**config.mk**
```make
export PLATFORM = sky130hd
export DESIGN_NAME = crc_engine_param
export DESIGN_NICKNAME = d
export VERILOG_FILES = /design/src/rtl/crc_engine_param.sv
export SDC_FILE = /design/constraint.sdc
export NUM_CORES = 1
export LEC_CHECK = 0
export CAP_MARGIN = 20
export CORE_MARGIN = 2
export CORE_UTILIZATION = 25
export CTS_CLUSTER_SIZE = 10
export DETAILED_ROUTE_END_ITERATION = 12
export PLACE_DENSITY = 0.41
export SYNTH_ARGS = -nofsm -noshare
export SYNTH_HDL_FRONTEND = slang
export SYNTH_SLANG_ARGS = --single-unit
```
**constraint.sdc**
```tcl
create_clock -name clk -period 3.6 [get_ports clk]
set_input_delay 0.72 -clock clk [delete_from_list [all_inputs] [get_ports clk]]
set_output_delay 0.72 -clock clk [all_outputs]
set_load 0.1 [all_outputs]
```
**src/rtl/crc_engine_param.sv**
```systemverilog
// crc_engine_param: parametrised multi-bit CRC generator/checker on a valid/ready
// stream framed by sof/eof. Each completed frame yields a registered CRC, a residue
// check and a saturating beat count, announced by a one-cycle crc_valid pulse.
module crc_engine_param #(
  parameter int unsigned      CRC_W   = 16,
  parameter logic [CRC_W-1:0] POLY    = 16'h8005,
  parameter logic [CRC_W-1:0] INIT    = 16'h0000,
  parameter logic [CRC_W-1:0] XOROUT  = 16'h0000,
  parameter int unsigned      DATA_W  = 8,
  parameter bit               REFIN   = 1'b0,
  parameter bit               REFOUT  = 1'b0,
  parameter logic [CRC_W-1:0] RESIDUE = 16'h0000,
  parameter int unsigned      CNT_W   = 16
) (
  input  logic              clk,
  input  logic              rst,
  input  logic              in_valid,
  output logic              in_ready,
  input  logic [DATA_W-1:0] in_data,
  input  logic              in_sof,
  input  logic              in_eof,
  output logic              crc_valid,
  output logic [CRC_W-1:0]  crc_out,
  output logic              crc_ok,
  output logic [CNT_W-1:0]  beat_cnt,
  output logic              err_nosof
);

  typedef enum logic [1:0] {
    IDLE = 2'd0,
    BUSY = 2'd1,
    DONE = 2'd2
  } state_t;

  state_t           state;
  state_t           state_next;
  logic [CRC_W-1:0] crc_reg;
  logic [CNT_W-1:0] cnt;
  logic [CNT_W-1:0] cnt_next;
  logic [CRC_W-1:0] seed;
  logic [CRC_W-1:0] crc_next;
  logic [CRC_W-1:0] crc_rev;
  logic [CRC_W-1:0] crc_final;
  logic             accept;
  logic             load_beat;
  logic             finish;
  logic             nosof_beat;
  logic             fb;
  logic             bit_in;

  // A beat is taken on the handshake; it feeds the CRC only when it starts a frame
  // or continues an open one. Non-sof beats outside a frame are dropped and flagged.
  assign accept     = in_valid & in_ready;
  assign load_beat  = accept & (in_sof | (state == BUSY));
  assign finish     = load_beat & in_eof;
  assign nosof_beat = accept & ~in_sof & (state == IDLE);

  // sof always restarts from INIT, even in the middle of an open frame.
  assign seed = in_sof ? INIT : crc_reg;

  // Unrolled per-bit LFSR update over the whole beat in processing order.
  always_comb begin
    crc_next = seed;
    fb       = 1'b0;
    bit_in   = 1'b0;
    for (int i = 0; i < int'(DATA_W); i++) begin
      bit_in   = REFIN ? in_data[i] : in_data[int'(DATA_W) - 1 - i];
      fb       = crc_next[CRC_W-1] ^ bit_in;
      crc_next = {crc_next[CRC_W-2:0], 1'b0} ^ (fb ? POLY : '0);
    end
  end

  // Bit-reversed view of the updated register for reflected output.
  genvar gi;
  generate
    for (gi = 0; gi < int'(CRC_W); gi++) begin : g_rev
      assign crc_rev[gi] = crc_next[int'(CRC_W) - 1 - gi];
    end
  endgenerate

  assign crc_final = (REFOUT ? crc_rev : crc_next) ^ XOROUT;

  // Beat counter restarts at 1 on sof and sticks at all-ones.
  assign cnt_next = in_sof ? CNT_W'(1) : ((&cnt) ? cnt : cnt + CNT_W'(1));

  // State register.
  always_ff @(posedge clk or posedge rst) begin
    if (rst) begin
      state <= IDLE;
    end else begin
      state <= state_next;
    end
  end

  // Next-state logic: DONE lasts exactly one cycle and is the per-frame bubble.
  always_comb begin
    state_next = state;
    case (state)
      IDLE: if (accept && in_sof) state_next = in_eof ? DONE : BUSY;
      BUSY: if (accept && in_eof) state_next = DONE;
      DONE: state_next = IDLE;
      default: state_next = IDLE;
    endcase
  end

  // Outputs decoded from state only, so in_ready never depends on in_valid.
  always_comb begin
    in_ready  = 1'b1;
    crc_valid = 1'b0;
    if (state == DONE) begin
      in_ready  = 1'b0;
      crc_valid = 1'b1;
    end
  end

  // Working register, counter, held frame results and the sticky no-sof flag.
  always_ff @(posedge clk or posedge rst) begin
    if (rst) begin
      crc_reg   <= INIT;
      cnt       <= '0;
      crc_out   <= '0;
      crc_ok    <= 1'b0;
      beat_cnt  <= '0;
      err_nosof <= 1'b0;
    end else begin
      if (load_beat) begin
        crc_reg <= crc_next;
        cnt     <= cnt_next;
      end
      if (finish) begin
        crc_out  <= crc_final;
        crc_ok   <= (crc_next == RESIDUE);
        beat_cnt <= cnt_next;
      end
      if (nosof_beat) begin
        err_nosof <= 1'b1;
      end
    end
  end

endmodule

```
Yosys cells after proc, flatten, opt, wreduce, memory -nomap -nowiden
Index checks and enable logic that the tools add are counted.

storage, ports and cells
  flip-flop bits (word level) = 68
  latch bits = 0
  bits in writable memories = 0
  bits in read-only memories = 0
  input bits = 13
  output and inout port bits = 36
  word-level logic and storage cells = 58
  memories = 0

operators by class
  add/subtract/negate cells = 1
  multipliers = 0
  div/mod/pow operators = 0
  magnitude comparators = 0
  equality and inequality tests = 4
  shifts and indexed selects = 0
  mux-type cells = 17
  bitwise gates (word level) = 23
  reductions and logical operators = 6

operator list
  cell                                                              number
  16-bit 2-to-1 mux                                                 11
  16-bit bitwise XOR                                                8
  16-bit by 1-bit adder with 16-bit output (second input constant)  1
  16-bit logical NOT                                                1
  16-bit AND reduction                                              1
  1-bit bitwise XOR                                                 8
  2-bit 2-to-1 mux                                                  3
  1-bit AND                                                         5
  2-bit by 1-bit != test with 1-bit output (second input constant)  2
  2-bit case mux with 2 select lines                                1
  2-bit by 1-bit == test with 1-bit output (second input constant)  1
  2-bit == test (second input constant)                             1
  1-bit logical AND                                                 2
  2-bit logical NOT                                                 1
  1-bit 2-to-1 mux                                                  2
  2-bit AND reduction                                               1
  1-bit NOT                                                         1
  1-bit bitwise OR                                                  1

Logic depth before layout (Yosys ltp)
Gate-level depths: netlist of run 1.

  word-level depth = 26
  depth in mapped cells = 7
  mapped depth without buffers = 7

Worst setup path before layout of run 1
OpenSTA, ideal clock, no wires.

  kind = reg2out
  from = reg state[0]
  to = out crc_valid
  arrival time = 1.941 ns
  required time = 2.880 ns
  path slack = 0.939 ns
  stages on the path, launching flop included = 3
  buffers on the path = 0
  path through = dfrtp_1 -> nand2b_1 -> inv_1

on the way
  word-level cells in the longest chain between the ends = 2

ends and longest elaborated chain
  item                    line  source
  start, declared         35    state_t state;
  start signal, assigned  91    state <= state_next;
  2-bit == test           110   if (state == DONE) begin
  1-bit 2-to-1 mux        110
  end, declared           22    output logic crc_valid,

Every way passes these cells.

Worst setup path after layout of run 1
  from = in in_sof
  to = reg crc_reg[15]

on the way
  word-level cells in the longest chain between the ends = 25
  elaborated cells between the ends (all ways) = 27
  classes of those cells = 9 x mux; 18 x bitwise

ends and longest elaborated chain
  item                  line  source
  start, declared       20    input logic in_sof,
  16-bit 2-to-1 mux     59    assign seed = in_sof ? INIT : crc_reg;
  1-bit bitwise XOR     68    fb = crc_next[CRC_W-1] ^ bit_in;
  16-bit 2-to-1 mux     69    crc_next = {crc_next[CRC_W-2:0], 1'b0} ^ (fb ? POLY : '0);
  16-bit bitwise XOR    69
  1-bit bitwise XOR     68
  16-bit 2-to-1 mux     69
  16-bit bitwise XOR    69
  1-bit bitwise XOR     68
  (+9 left out)         --
  16-bit 2-to-1 mux     69
  16-bit bitwise XOR    69
  1-bit bitwise XOR     68
  16-bit 2-to-1 mux     69
  16-bit bitwise XOR    69
  1-bit bitwise XOR     68
  16-bit 2-to-1 mux     69
  16-bit bitwise XOR    69
  end signal, assigned  127   crc_reg <= crc_next;
  end, declared         37    logic [CRC_W-1:0] crc_reg;

Several ways; a longest one is shown, not always the timed one.
A chain may end at the register's enable or synchronous reset.

==> run_results.csv, run 1 <==
group,metric,value,unit
run_status,status,"completed",
timing,max_slew_margin,0.3485,
global_route,gr-usage-met2,0.2117,
synthesis,synth_flop_cell,"dfrtp_1",
pwr,p_per_area,757.3,nW/um2
critical_path,rr_startpoint,"cnt[0]",
critical_path,crit_chain,"clkdlybuf4s50_1, nor2b_1, xnor2_2, xnor3_1, xnor3_2, xnor3_1, mux2_2",
timing,grt_setup_unrepaired,"false",
synthesis,synthArstFlopShare,1.000,
timing,drv_slew,0,
clocking,cts_buffers,9,
synthesis,synth-edff-count,0,
synthesis,yosys-top-cells-count,"dfrtp_1 (68), nand2_1 (60), o21ai_0 (52), xnor2_1 (28), nor2_1 (20)",
global_route,grt_start_max_net_pins,37,
timing,finalCritPeriodShare,0.7682,
detailed_routing,finalWirelength,8856,um
min_path,min-delay-start,"crc_out[11]",
global_route,met3_usage,0.03477,
global_route,gr-usage-met1,0.1627,
detailed_routing,dr.first_iter.drc_count,116,
synthesis,yosys.area.top_type_share,0.4964,
clocking,clock-sinks,68,
pwr,p_total,3.352,mW
clocking,htree_levels,3,
floorplanning,die_w,121.1,um
detailed_routing,drc,0,
clocking,cts_resized,0,
synthesis,syn_area,3428,um2
critical_path,slowest_delay,630,ps
synthesis,synthesis.nets,372,
synthesis,yosysTopAreaCell,"dfrtp_1",
pwr,ir_worst_vdd,0.1802,mV
global_route,antenna_found_initial,0,
timing,setup-violations-final,0,
critical_path,crit_type,"input port to register",
global_route,grt_pass1_vias,2738,
synthesis,synthTopCellsByArea,"dfrtp_1 (50%), o21ai_0 (7.6%), xnor2_1 (7.2%)",
placement,place.gp.congestion,0.7551,
min_path,hold_path_class,"register to register",
cells_and_area,stdcell_count,589,
clocking,cts_setup_buffers,0,
synthesis,yosys_warnings,0,
global_route,grt.total_usage,0.1285,
critical_path,crit_start,"in_sof",
timing,fin_setup_tns,0,ps
synthesis,netlist-cell-type-count,42,
floorplanning,fp.dieH,121.1,um
critical_path,required,3820,ps
timing,hold_viol,0,
cells_and_area,drive_gt1_frac,0.09685,
cells_and_area,n_antenna_cell,0,
cells_and_area,num-nets-final,423,
timing,holdWs,475.1,ps
critical_path,slowest_stage,"clkdlybuf4s50_1",
critical_path,r2r_end,"cnt[5]",
clocking,insertion_delay,330,ps
cells_and_area,utilization,0.3330,
timing,fmax,361.6,MHz
global_route,busiest_layer,"met2",
min_path,hold_path_end,"crc_out[11]",
flow_run,maxCapViolCount,0,
pwr,leakage,1.811,nW
timing,skew,5.475,ps
critical_path,critPathMaxFanout,7,
detailed_routing,wl_per_cell,15.04,um
floorplanning,core-area,13300,um2
clocking,clock_tree.root_cell,"clkbuf_16",
placement,place.port_buffers,48,
floorplanning,io_pins,49,
synthesis,synth_cells,358,
critical_path,crit_top_cell,"xnor3_1",
critical_path,ff2ff_path_depth,8,
critical_path,worstPathArrival,2980,ps
critical_path,r2r_slack,1200,ps
cells_and_area,area_growth,29.12,%
global_route,grt_pass1_wl,14410,um
placement,dpl.hpwl,6364,um
synthesis,synth_area_per_cell,9.576,um2
timing,period_needed,2765,ps
placement,place_inst,574,
floorplanning,die_area,14670,um2
critical_path,crit_path_end_kind,"register",
synthesis,yosysSeqAreaShare,0.4964,
clocking,clk_pin_slew,60,ps
detailed_routing,viasPerCell,4.615,
detailed_routing,drtAntennaViolNets,0,
floorplanning,rows,42,
clocking,cts_tree,"built",
synthesis,ys_ff_latch,68,
floorplanning,initial_core_util,0.2579,
clocking,ctsHoldBuffers,0,
critical_path,critPathLaunchType,"input port",
min_path,min_path_cells,2,
global_route,gr-total-overflow,0,
timing,max_slew.worst_pin.slew,974.2,ps
synthesis,yosysMostFrequentCell,"dfrtp_1",
clocking,cts_buffer_depth,2,
detailed_routing,dr.pass1.iters,4,
detailed_routing,route.vias.total,2718,
[where the power goes]
part | switching, mW | internal (mW) | total (mW)
combinational | 0.981 | 0.477 | 1.46
clock | 0.333 | 0.497 | 0.830
sequential | 0.133 | 0.932 | 1.06
[cell usage in the layout, fill, tap and decap left out, types with 4 or more instances in the layout]
cell	count
a21oi_1	14
a31oi_1	5
buf_4	12
clkbuf_16	9
clkdlybuf4s50_1	46
dfrtp_1	68
mux2_2	5
mux2i_1	5
nand2_1	60
nand2b_1	8
nand4_1	8
nor2_1	20
nor2b_1	5
nor4_1	4
o21ai_0	52
o31ai_1	5
xnor2_1	28
xor2_1	9
[routing by layer]
layer / up-vias / wire [um]
met2: 56 / 4318
li1: 1338 / -
met5: - / 0
met1: 1313 / 4045
met4: 0 / 125
met3: 11 / 366
[how the worst max path moves through the flow]
stage	end	slack (ps)	depth (start not counted)
after detailed placement	crc_reg[15]	480	7
final	crc_reg[15]	830	7
after floorplan	crc_valid	940	2
after global placement	crc_reg[15]	550	7
after global routing	crc_reg[15]	730	7
after CTS	crc_reg[15]	830	7
[stage by stage]
stage | worst slack, ps | area (um2)
2_1_floorplan | 939.0 | 3428
6_report | 834.6 | 4427
3_5_place_dp | 484.0 | 4149
4_1_cts | 829.5 | 4427
3_3_place_gp | 545.6 | 4149
5_1_grt | 729.7 | 4427
[layout make-up]
cell class	instances	area, um2
clock buffers	11	252.7
clock inverters	4	25.02
fillers	1376	8869
inverters	4	15.01
multi-input cells	267	1642
flip-flops and latches	68	1702
well taps	176	220.2
repair buffers	59	570.5
[critical path: cells and delay by family]
| kind | cells | cell delay (ps) |
|---|---|---|
| multiplexers | 1 | 270 |
| buffers and inverters | 1 | 630 |
| XOR/XNOR | 4 | 1240 |
| AND/OR/NAND/NOR | 1 | 120 |
[cells by family (layout without fill, tap and decap cells)]
kind of cell | after synthesis | after routing | synth area share
DFF | 68 | 68 | 0.4963
muxes | 10 | 10 | 0.03102
AOI/OAI and AO/OA | 89 | 89 | 0.1493
buffers and inverters | 23 | 78 | 0.02628
xor gates and xnor gates | 41 | 41 | 0.1193
adders and majority gates | 2 | 2 | 0.006569
and+or+nand+nor | 125 | 125 | 0.1712
(Power assumes the default switching activity.)
==> inputs of run 2 (changes only) <==
--- a/config.mk
+++ b/config.mk
@@ -10,7 +10,7 @@
 export CORE_UTILIZATION = 25
 export CTS_CLUSTER_SIZE = 10
 export DETAILED_ROUTE_END_ITERATION = 12
-export PLACE_DENSITY = 0.41
+export PLACE_DENSITY = 0.42
 export SYNTH_ARGS = -nofsm -noshare
 export SYNTH_HDL_FRONTEND = slang
 export SYNTH_SLANG_ARGS = --single-unit
==> constraint.sdc (replaced) <==
create_clock -name clk -period 2.4 [get_ports clk]
set_input_delay 0.48 -clock clk [delete_from_list [all_inputs] [get_ports clk]]
set_output_delay 0.48 -clock clk [all_outputs]
set_load 0.1 [all_outputs]
==> run 2 against run 1 <==
Clock power grew 54%. Clock skew grew 1.6 ps. Routed wire length rose by 4.7%. Setup slack lost 720 ps. First-iteration DRC count is 20% higher. Critical path depth grew 1. Combinational power grew 62%. Sequential share of layout area down 2.3 points. Core utilization grew 2.1 points.
==> run_results.csv, run 2 (same netlist as run 1, synthesis figures left out) <==
group,metric,value,unit
run_status,status,"completed",
cells_and_area,area_growth,37.37,%
clocking,clock-sinks,68,
global_route,grt_pass1_wl,14720,um
cells_and_area,multi_input_area,1649,um2
flow_run,maxCapViolCount,0,
clocking,insertion_delay,330,ps
critical_path,required,2620,ps
cells_and_area,final_common_cell,"buf_4",
global_route,grt_pass1_vias,2833,
timing,max_slew_margin,0.6568,
detailed_routing,dr.first_iter.drc_count,139,
critical_path,crit_path_end_kind,"register",
clocking,ctsHoldBuffers,0,
floorplanning,rows,42,
critical_path,ff2ff_path_depth,7,
floorplanning,die_area,14670,um2
clocking,cts_tree,"built",
critical_path,r2r_end,"crc_reg[0]",
floorplanning,fp.dieH,121.1,um
placement,placed_area,4408,um2
cells_and_area,utilization,0.3542,
critical_path,r2r_slack,260,ps
detailed_routing,route.vias.total,2845,
timing,hold_viol,0,
cells_and_area,seqCellArea,1702,um2
timing,setup-violations-final,0,
min_path,hold_path_class,"input port to asynchronous set/reset pin",
clocking,clk_pin_slew,60,ps
cells_and_area,nFillCells,1366,
detailed_routing,met1_length,4178,um
pwr,leakage,2.082,nW
timing,drv_slew,0,
timing,setup_slack,118.1,ps
critical_path,worstPathArrival,2500,ps
pwr,p_total,5.258,mW
critical_path,critPathMaxFanout,2,
global_route,antenna_found_initial,0,
cells_and_area,stdcell_count,630,
timing,period_needed,2282,ps
detailed_routing,viasPerCell,4.516,
clocking,cts_buffers,9,
global_route,gr-total-overflow,0,
timing,finalCritPeriodShare,0.9508,
critical_path,rr_startpoint,"crc_reg[14]",
detailed_routing,finalWirelength,9268,um
placement,place.gp.congestion,0.7835,
timing,fin_setup_tns,0,ps
cells_and_area,n_antenna_cell,0,
cells_and_area,num-nets-final,464,
global_route,grt_start_max_net_pins,29,
critical_path,critPathLaunchType,"input port",
cells_and_area,drive_gt1_frac,0.2599,
detailed_routing,dr.max_layer_used,"met4",
timing,grt_setup_unrepaired,"false",
pwr,p_per_area,1116,nW/um2
cells_and_area,layout_common_cells,"buf_4 (84), dfrtp_1 (68), nand2_1 (60)",
placement,place_ws,-297.4,ps
global_route,grt.total_usage,0.1327,
placement,place.port_buffers,48,
clocking,clock_tree.root_cell,"clkbuf_16",
detailed_routing,wl_met3,445,um
placement,dpl.hpwl,6837,um
detailed_routing,drtAntennaViolNets,0,
detailed_routing,wl_met2,4501,um
floorplanning,io_pins,49,
floorplanning,die_w,121.1,um
detailed_routing,drc,0,
timing,holdWs,390.0,ps
critical_path,crit_type,"input port to register",
cells_and_area,postLayoutCellArea,4710,um2
clocking,htree_levels,3,
clocking,cts_buffer_depth,2,
timing,fmax,438.2,MHz
timing,max_slew.worst_pin.slew,510.1,ps
detailed_routing,wl_per_cell,14.71,um
placement,place_inst,614,
floorplanning,core-area,13300,um2
floorplanning,initial_core_util,0.2579,
timing,skew,7.110,ps
detailed_routing,dr.pass1.iters,4,
pwr,ir_worst_vdd,0.3708,mV
==> run 2: changes by cell type in the layout (fill, tap and decap cells not counted), moves of 2 or more <==
| cell | before | now |
|---|---|---|
| buf_12 | 1 | 4 |
| clkdlybuf4s50_1 | 46 | 12 |
| buf_4 | 12 | 84 |
| clkbuf_8 | 2 | 4 |
==> run 2: area by class of cell <==
cell class                 instances  area share
inverter                           4    0.003985
clock buffer                      14     0.06031
sequential                        68      0.3613
tap                              176     0.04676
multi-input combinational        267      0.3502
timing repair buffer             100      0.1764
clock inverter                     1    0.001063
==> run 2: metal layers <==
layer,global-route usage,vias to the layer above
met2,0.2195,62
met4,0.04506,0
met5,0,-
met3,0.03430,13
met1,0.1680,1349
li1,-,1421
==> run 2: what timing repair did <==
action | CTS | global route
setup endpoints to repair | 0 | 2
gates resized for setup | 0 | 2
setup buffers | 0 | 1
==> run 2: how the worst max path moves through the flow <==
stage,start,to,cells past startpoint
detailed placement,in_data[4],crc_out[15],6
finish,in_sof,crc_reg[0],8
CTS,in_data[4],crc_reg[15],6
global route,in_sof,cnt[1],7
global placement,in_data[4],crc_reg[15],6
floorplan,in_sof,crc_reg[15],6
==> run 2: worst max-delay path, stage by stage <==
cell             delay [ps]
clkdlybuf4s50_1         450
nor2b_2                 170
xnor2_2                 140
xnor3_1                 460
xnor3_2                 260
buf_4                   150
xnor2_1                 130
mux2_2                  270
==> run 2: report_power, final <==
group,total (mW),switching (mW),internal [mW]
logic,2.37,1.54,0.830
registers,1.60,0.201,1.40
clock network,1.28,0.480,0.805
total,5.26,2.22,3.03
